--- config.mk ---
export PLATFORM = sky130hd
export DESIGN_NAME = pio_pattern_sequencer_flat
export DESIGN_NICKNAME = d
export VERILOG_FILES = /design/src/rtl/pio_pattern_sequencer_if.sv /design/src/rtl/pio_pattern_sequencer.sv /design/src/flat_wrapper.sv
export SDC_FILE = /design/constraint.sdc
export NUM_CORES = 1
export LEC_CHECK = 0
export ABC_AREA = 1
export ABC_CLOCK_PERIOD_IN_PS = 3000
export BUFFER_PORTS_ARGS = -buffer_cell sky130_fd_sc_hd__buf_2
export CAP_MARGIN = 20
export CORE_ASPECT_RATIO = 0.6
export CORE_MARGIN = 8
export CORE_UTILIZATION = 53
export DETAILED_ROUTE_END_ITERATION = 7
export PLACE_DENSITY = 0.76
export SETUP_SLACK_MARGIN = 0.2
export SYNTH_ARGS = -nofsm -noshare
export SYNTH_HDL_FRONTEND = slang
export SYNTH_SLANG_ARGS = --single-unit
--- constraint.sdc ---
create_clock -name clk -period 3 [get_ports clk]
set_clock_uncertainty 0.15 [all_clocks]
set_input_delay 0.3 -clock clk [delete_from_list [all_inputs] [get_ports clk]]
set_output_delay 0.3 -clock clk [all_outputs]
set_load 0.1 [all_outputs]
--- src/rtl/pio_pattern_sequencer_if.sv ---
// Avalon-MM slave bus bundle for the pattern sequencer register file.
interface pio_pattern_sequencer_if;
  logic [1:0]  address;
  logic        chipselect;
  logic        write_n;
  logic [31:0] writedata;
  logic [31:0] readdata;

  modport master (output address, chipselect, write_n, writedata, input readdata);
  modport slave  (input address, chipselect, write_n, writedata, output readdata);
endinterface

--- src/rtl/pio_pattern_sequencer.sv ---
// Pattern sequencer: replays queued words on out_port, each for HOLD+1 cycles,
// back-to-back, under Avalon-MM register control.
module pio_pattern_sequencer #(
  parameter int DATA_WIDTH = 17,
  parameter int FIFO_DEPTH = 8,
  parameter int HOLD_WIDTH = 16
) (
  input  logic                    clk,
  input  logic                    reset_n,
  pio_pattern_sequencer_if.slave  bus,
  output logic [DATA_WIDTH-1:0]   out_port,
  output logic                    irq
);
  // state | meaning
  // IDLE  | nothing being timed; waits for run=1 and a queued word
  // SHOW  | word on out_port, hold counter running down to 0

  localparam int AW = $clog2(FIFO_DEPTH);
  localparam int LW = AW + 1;
  localparam logic [LW-1:0] DEPTH_L = LW'(FIFO_DEPTH);

  typedef enum logic {IDLE, SHOW} state_t;

  state_t                state_q, state_d;
  logic [HOLD_WIDTH-1:0] cnt_q, cnt_d;
  logic [HOLD_WIDTH-1:0] hold_q, hold_d;
  logic [DATA_WIDTH-1:0] out_q, out_d;
  logic [DATA_WIDTH-1:0] mem_q [FIFO_DEPTH];
  logic [AW-1:0]         wr_ptr_q, wr_ptr_d, rd_ptr_q, rd_ptr_d;
  logic [LW-1:0]         level_q, level_d;
  logic                  run_q, run_d, irq_en_q, irq_en_d;
  logic                  ovf_q, ovf_d, done_q, done_d, irq_q, irq_d;

  logic wr, wr_pat, wr_hold, wr_ctrl, wr_stat, flush;
  logic empty, full, avail, pop, push_ok, done_set;
  logic [31:0] status, rdata;
  logic unused_bits;

  assign wr      = bus.chipselect & ~bus.write_n;
  assign wr_pat  = wr & (bus.address == 2'd0);
  assign wr_hold = wr & (bus.address == 2'd1);
  assign wr_ctrl = wr & (bus.address == 2'd2);
  assign wr_stat = wr & (bus.address == 2'd3);
  assign flush   = wr_ctrl & bus.writedata[2];
  assign unused_bits = ^bus.writedata;

  assign empty = (level_q == '0);
  assign full  = (level_q == DEPTH_L);
  // A flush in this cycle hides the queue from the sequencer
  assign avail = ~empty & ~flush;

  always_comb begin
    state_d  = state_q;
    cnt_d    = cnt_q;
    out_d    = out_q;
    pop      = 1'b0;
    done_set = 1'b0;
    case (state_q)
      IDLE: begin
        if (run_q && avail) begin
          pop     = 1'b1;
          out_d   = mem_q[rd_ptr_q];
          cnt_d   = hold_q;
          state_d = SHOW;
        end
      end
      SHOW: begin
        if (cnt_q != '0) begin
          cnt_d = cnt_q - HOLD_WIDTH'(1);
        end else if (!run_q) begin
          state_d = IDLE;
        end else if (avail) begin
          pop   = 1'b1;
          out_d = mem_q[rd_ptr_q];
          cnt_d = hold_q;
        end else begin
          state_d  = IDLE;
          done_set = 1'b1;
        end
      end
      default: state_d = IDLE;
    endcase
  end

  assign push_ok = wr_pat & (~full | pop);

  always_comb begin
    level_d  = level_q;
    wr_ptr_d = wr_ptr_q;
    rd_ptr_d = rd_ptr_q;
    if (flush) begin
      level_d  = '0;
      wr_ptr_d = '0;
      rd_ptr_d = '0;
    end else begin
      if (push_ok) wr_ptr_d = wr_ptr_q + AW'(1);
      if (pop)     rd_ptr_d = rd_ptr_q + AW'(1);
      if (push_ok && !pop)      level_d = level_q + LW'(1);
      else if (pop && !push_ok) level_d = level_q - LW'(1);
    end
  end

  assign hold_d   = wr_hold ? bus.writedata[HOLD_WIDTH-1:0] : hold_q;
  assign run_d    = wr_ctrl ? bus.writedata[0] : run_q;
  assign irq_en_d = wr_ctrl ? bus.writedata[1] : irq_en_q;
  // Setting events win over a simultaneous write-1-to-clear
  assign ovf_d    = (ovf_q & ~(wr_stat & bus.writedata[16])) | (wr_pat & ~push_ok);
  assign done_d   = (done_q & ~(wr_stat & bus.writedata[17])) | done_set;
  assign irq_d    = irq_en_q & (ovf_q | done_q);

  always_ff @(posedge clk or negedge reset_n) begin
    if (!reset_n) begin
      state_q  <= IDLE;
      cnt_q    <= '0;
      hold_q   <= '0;
      out_q    <= '0;
      wr_ptr_q <= '0;
      rd_ptr_q <= '0;
      level_q  <= '0;
      run_q    <= 1'b0;
      irq_en_q <= 1'b0;
      ovf_q    <= 1'b0;
      done_q   <= 1'b0;
      irq_q    <= 1'b0;
    end else begin
      state_q  <= state_d;
      cnt_q    <= cnt_d;
      hold_q   <= hold_d;
      out_q    <= out_d;
      wr_ptr_q <= wr_ptr_d;
      rd_ptr_q <= rd_ptr_d;
      level_q  <= level_d;
      run_q    <= run_d;
      irq_en_q <= irq_en_d;
      ovf_q    <= ovf_d;
      done_q   <= done_d;
      irq_q    <= irq_d;
    end
  end

  always_ff @(posedge clk) begin
    if (push_ok) mem_q[wr_ptr_q] <= bus.writedata[DATA_WIDTH-1:0];
  end

  always_comb begin
    status         = '0;
    status[LW-1:0] = level_q;
    status[8]      = (state_q == SHOW);
    status[9]      = empty;
    status[10]     = full;
    status[16]     = ovf_q;
    status[17]     = done_q;
    rdata          = '0;
    case (bus.address)
      2'd0:    rdata[DATA_WIDTH-1:0] = out_q;
      2'd1:    rdata[HOLD_WIDTH-1:0] = hold_q;
      2'd2:    rdata[1:0] = {irq_en_q, run_q};
      default: rdata = status;
    endcase
  end

  assign bus.readdata = rdata;
  assign out_port     = out_q;
  assign irq          = irq_q;
endmodule

--- src/flat_wrapper.sv ---
// flat-port wrapper written by rule: the top's interface ports become plain ports
module pio_pattern_sequencer_flat 
#(
  parameter int DATA_WIDTH = 17,
  parameter int FIFO_DEPTH = 8,
  parameter int HOLD_WIDTH = 16
)
  (clk, reset_n, out_port, irq, bus_address, bus_chipselect, bus_write_n, bus_writedata, bus_readdata);
  pio_pattern_sequencer_if bus_i ();
  input  logic clk;
  input  logic reset_n;
  output logic [DATA_WIDTH-1:0] out_port;
  output logic irq;
  input wire logic [$bits(bus_i.address)-1:0] bus_address;
  input wire logic [$bits(bus_i.chipselect)-1:0] bus_chipselect;
  input wire logic [$bits(bus_i.write_n)-1:0] bus_write_n;
  input wire logic [$bits(bus_i.writedata)-1:0] bus_writedata;
  output wire logic [$bits(bus_i.readdata)-1:0] bus_readdata;
  assign bus_i.address = bus_address;
  assign bus_i.chipselect = bus_chipselect;
  assign bus_i.write_n = bus_write_n;
  assign bus_i.writedata = bus_writedata;
  assign bus_readdata = bus_i.readdata;
  pio_pattern_sequencer #(.DATA_WIDTH(DATA_WIDTH), .FIFO_DEPTH(FIFO_DEPTH), .HOLD_WIDTH(HOLD_WIDTH)) u_core (.clk(clk), .reset_n(reset_n), .bus(bus_i), .out_port(out_port), .irq(irq));
endmodule
==> run metrics <==
outcome completed; DRT iter0 DRCs 556; row cnt 36; CTS Buf Count 19; Worst Hold Class in -> reg; largest family of logic cells by synthesized area simple AND/OR/NAND/NOR gates; routability congestion estimate 0.9350; reg2reg setup slack 0.30 ns; GRT Util Overall about a fifth; post-synth top area share 46.57%; EDFF count, synth approximately 140; Core Box Area around 16000 µm²; post-synthesis mux area share between 1 and 1.5%; commonest cells in the netlist edfxtp_1 (136), nor2_1 (129), nand2_1 (106), o21ai_0 (95), dfrtp_1 (65); MaxCap Viol Count 0; first-pass GRT wire length 32.81 mm; Finished Layout Cells 1110; CTS Buffer Depth 3; internal power 0.004747 W; Synth Area in Adders 1.084%; setup violators final 0; CP peak stage delay 0.40 ns; average size of a mapped cell 10.87 µm²; VDD IR-drop max 469.7 µV; Mapped Area 8770 µm²; H-Tree Depth 1; Pwr Density 669.6 nW/µm²; Hold Vio Cnt, Final 0; flip-flop and latch area 5714 µm²; CP max stage cell dfrtp_1; xor/xnor share of the synthesized area 1.398%; sequential-to-total area share from yosys stat between 60% and 70%; worst path cell trace inv_1 -> ha_4 -> nand2_4 -> nor2_4 -> nand2_2 -> nand2_4 -> nand2_4 -> buf_6 -> ha_4 -> inv_1 -> ha_1 -> nand2_1 -> nor2_1 -> a211oi_2 -> xnor2_1 -> o21ai_1; crit path kind reg -> reg; critical path data required time between 3 and 4 ns; DIE AREA 21050 µm²; RSZ-0062 raised after global routing false; Seq pwr share 47.2%; die width approximately 180 µm; P_leak 3.983 nW; Compound-Gate Fraction of Synth Area 11.17%; total iterations of the first detailed-routing run 5; Routed wire per std cell approximately 19 µm; number of global-route vias before repair 6013; via count 6245; Post-DP HPWL approximately 13 mm; share of post-route cells with drive strength above 1 18.89%; clk_lat worst skew about 0.49 ns; dominant cells by area after synthesis edfxtp_1 (47%), dfrtp_1 (19%), nor2_1 (5.5%); GR Overflow Total 0; Achievable Freq approximately 370 MHz; async set-or-reset flop fraction in the synthesized netlist between 30% and 40%; crit start category flip-flop; fin. max-slew vios 0; worst relative slew slack around two fifths; FF+latch count, synth 201; crit-path most repeated cell nand2_4; cell accounting for the most synthesized area edfxtp_1; Most used DFF post-synth edfxtp_1; Starting Density 54.08%; # port buffers 59; antenna viol nets, final 0; switching share of power 30.86%; top-count cell post-synth edfxtp_1; Yosys cell types 37; area of the multi-input gates 2783 µm²; largest net degree at the start of global routing 70; vias per cell roughly 5.6; minimum clock period 2.702 ns; Sink Count 201; I/O pins 88; power share of the clock group 33.2%; simple-gate share of the synthesized area between 10% and 20%; combinational share of power 19.6%; post-route clock period utilization 90.05%; CP Buf/Inv Count 3; hold_ws ~0.0038 ns; CTS tree built; cells after synthesis between 800 and 900; CP max FO 13; Residual DRC 0; Area growth, synth to finish 16.93%; Root Buffer clkbuf_16; die height 115.6 µm; clk slew on worst S/H paths 0.07 ns; YS warnings 0; layout net count 933; Setup Buffers After CTS 0; Placed Cells ~1.1k; Routed WL 20.89 mm; Worst Path Arrival between 2 and 3 ns; worst slew pin tran 0.9165 ns; Switch Pwr about 0.0021 W; cell family contributing the most delay on the critical path simple AND/OR/NAND/NOR gates; antenna violations before repair 0; fillcell total ~1.3k; crit path capture type flip-flop
-- through the flow --
step                      util, %  power, W  setup TNS (ns)  cell area, µm²  setup WS, ns
final                       63.24  0.006867               0           10250        0.2985
after floorplan                 -  0.004240          -18.33            8876       -0.1348
after detailed placement    58.15  0.004570               0            9429       0.06214
after CTS                   62.94  0.006857               0           10210        0.2386
after global placement      58.15  0.004534               0            9429        0.1617
after global routing        63.23  0.007109               0           10250        0.2084
-- worst reg2reg max path, delay by kind of cell, from the launching register on --
kind	cells	cell delay (ns)
adder cells (fa/ha/maj)	3	0.58
AND/OR/NAND/NOR	7	0.61
XOR/XNOR	1	0.16
flip-flops	1	0.40
buffers and inverters	3	0.41
AO/OA/AOI/OAI	2	0.27
-- power by group through the flow --
| stage | Combinational (W) | Clock (W) | Sequential, W |
|---|---|---|---|
| floorplan | 0.000990 | 0 | 0.00325 |
| global placement | 0.00125 | 0 | 0.00328 |
| detailed placement | 0.00128 | 0 | 0.00329 |
| CTS | 0.00132 | 0.00231 | 0.00323 |
| global route | 0.00146 | 0.00240 | 0.00325 |
| finish | 0.00135 | 0.00228 | 0.00324 |
-- layer usage --
| layer | up-vias | routed length [µm] | GRT usage, % | part of all wire (%) |
|---|---|---|---|---|
| met3 | 35 | 1696 | 4.665 | 8.1 |
| met4 | 0 | 391 | 4.785 | 1.9 |
| met1 | 3036 | 9566 | 27.69 | 46 |
| met2 | 241 | 9238 | 30.63 | 44 |
| li1 | 2933 | - | - | - |
| met5 | - | 0 | 0.2347 | 0 |
-- flip-flops by register name, indices dropped and copies added (netlist names), 3 cells and up --
signal and flops:
u_core.wr_ptr_q 3, u_core.cnt_q 16, u_core.hold_q 16, u_core.rd_ptr_q 3, u_core.mem_q 136, u_core.level_q 4
u_core.out_port 17
-- cells in the final DEF (no fill, tap or decap), drive strengths merged, types with 3 or more instances in the layout --
| cell | netlist | routed |
|---|---|---|
| nand3 | 35 | 35 |
| a21oi | 4 | 4 |
| ha | 6 | 6 |
| xor2 | 11 | 11 |
| nand2 | 113 | 113 |
| buf | 28 | 82 |
| dlygate4sd3 | 0 | 17 |
| clkbuf | 24 | 22 |
| nand4 | 4 | 4 |
| conb | 1 | 14 |
| clkinv | 1 | 9 |
| inv | 54 | 54 |
| o22ai | 4 | 4 |
| edfxtp | 136 | 136 |
| dfrtp | 65 | 65 |
| o221ai | 3 | 3 |
| xnor2 | 3 | 3 |
| o211ai | 46 | 46 |
| nor3 | 10 | 10 |
| mux2 | 11 | 11 |
| nor2 | 135 | 135 |
| o21ai | 106 | 106 |
-- final timing paths --
kind	startpoint	end	depth (start not counted)
worst max-delay path	u_core.cnt_q[1]	u_core.level_q[3]	16
worst min-delay path	bus_writedata[16]	u_core.mem_q[5][16]	1
worst max register to register	u_core.cnt_q[1]	u_core.level_q[3]	16
worst min register to register	u_core.hold_q[15]	u_core.cnt_q[15]	2
max in group asynchronous	reset_n	u_core.out_port[8]	3
min in group asynchronous	reset_n	u_core.out_port[0]	2
-- cell type report --
class | count | share of cell area (%)
flip-flops and latches | 201 | 55.72
multi-input cells | 512 | 27.14
repair buffers | 99 | 6.869
clock inverters | 11 | 0.9151
well taps | 209 | 2.550
diodes | 1 | 0.02440
inverters | 55 | 2.038
clock buffers | 22 | 4.746
-- cell families (layout without fill, tap and decap cells) --
kind of cell,count (synthesis),in the layout
other,1,15
adder cells (fa/ha/maj),7,7
flip-flops,201,201
multiplexers,11,11
AND/OR/NAND/NOR,299,299
AO/OA/AOI/OAI,167,167
XOR/XNOR,14,14
buffers and inverters,107,187
-- repair_timing --
item,CTS,global route
pin swaps,1,0
setup endpoints to repair,1,1
hold buffers,17,0
endpoints found under the hold margin,150,0
resized for setup,5,11
(Power assumes the default switching activity.)
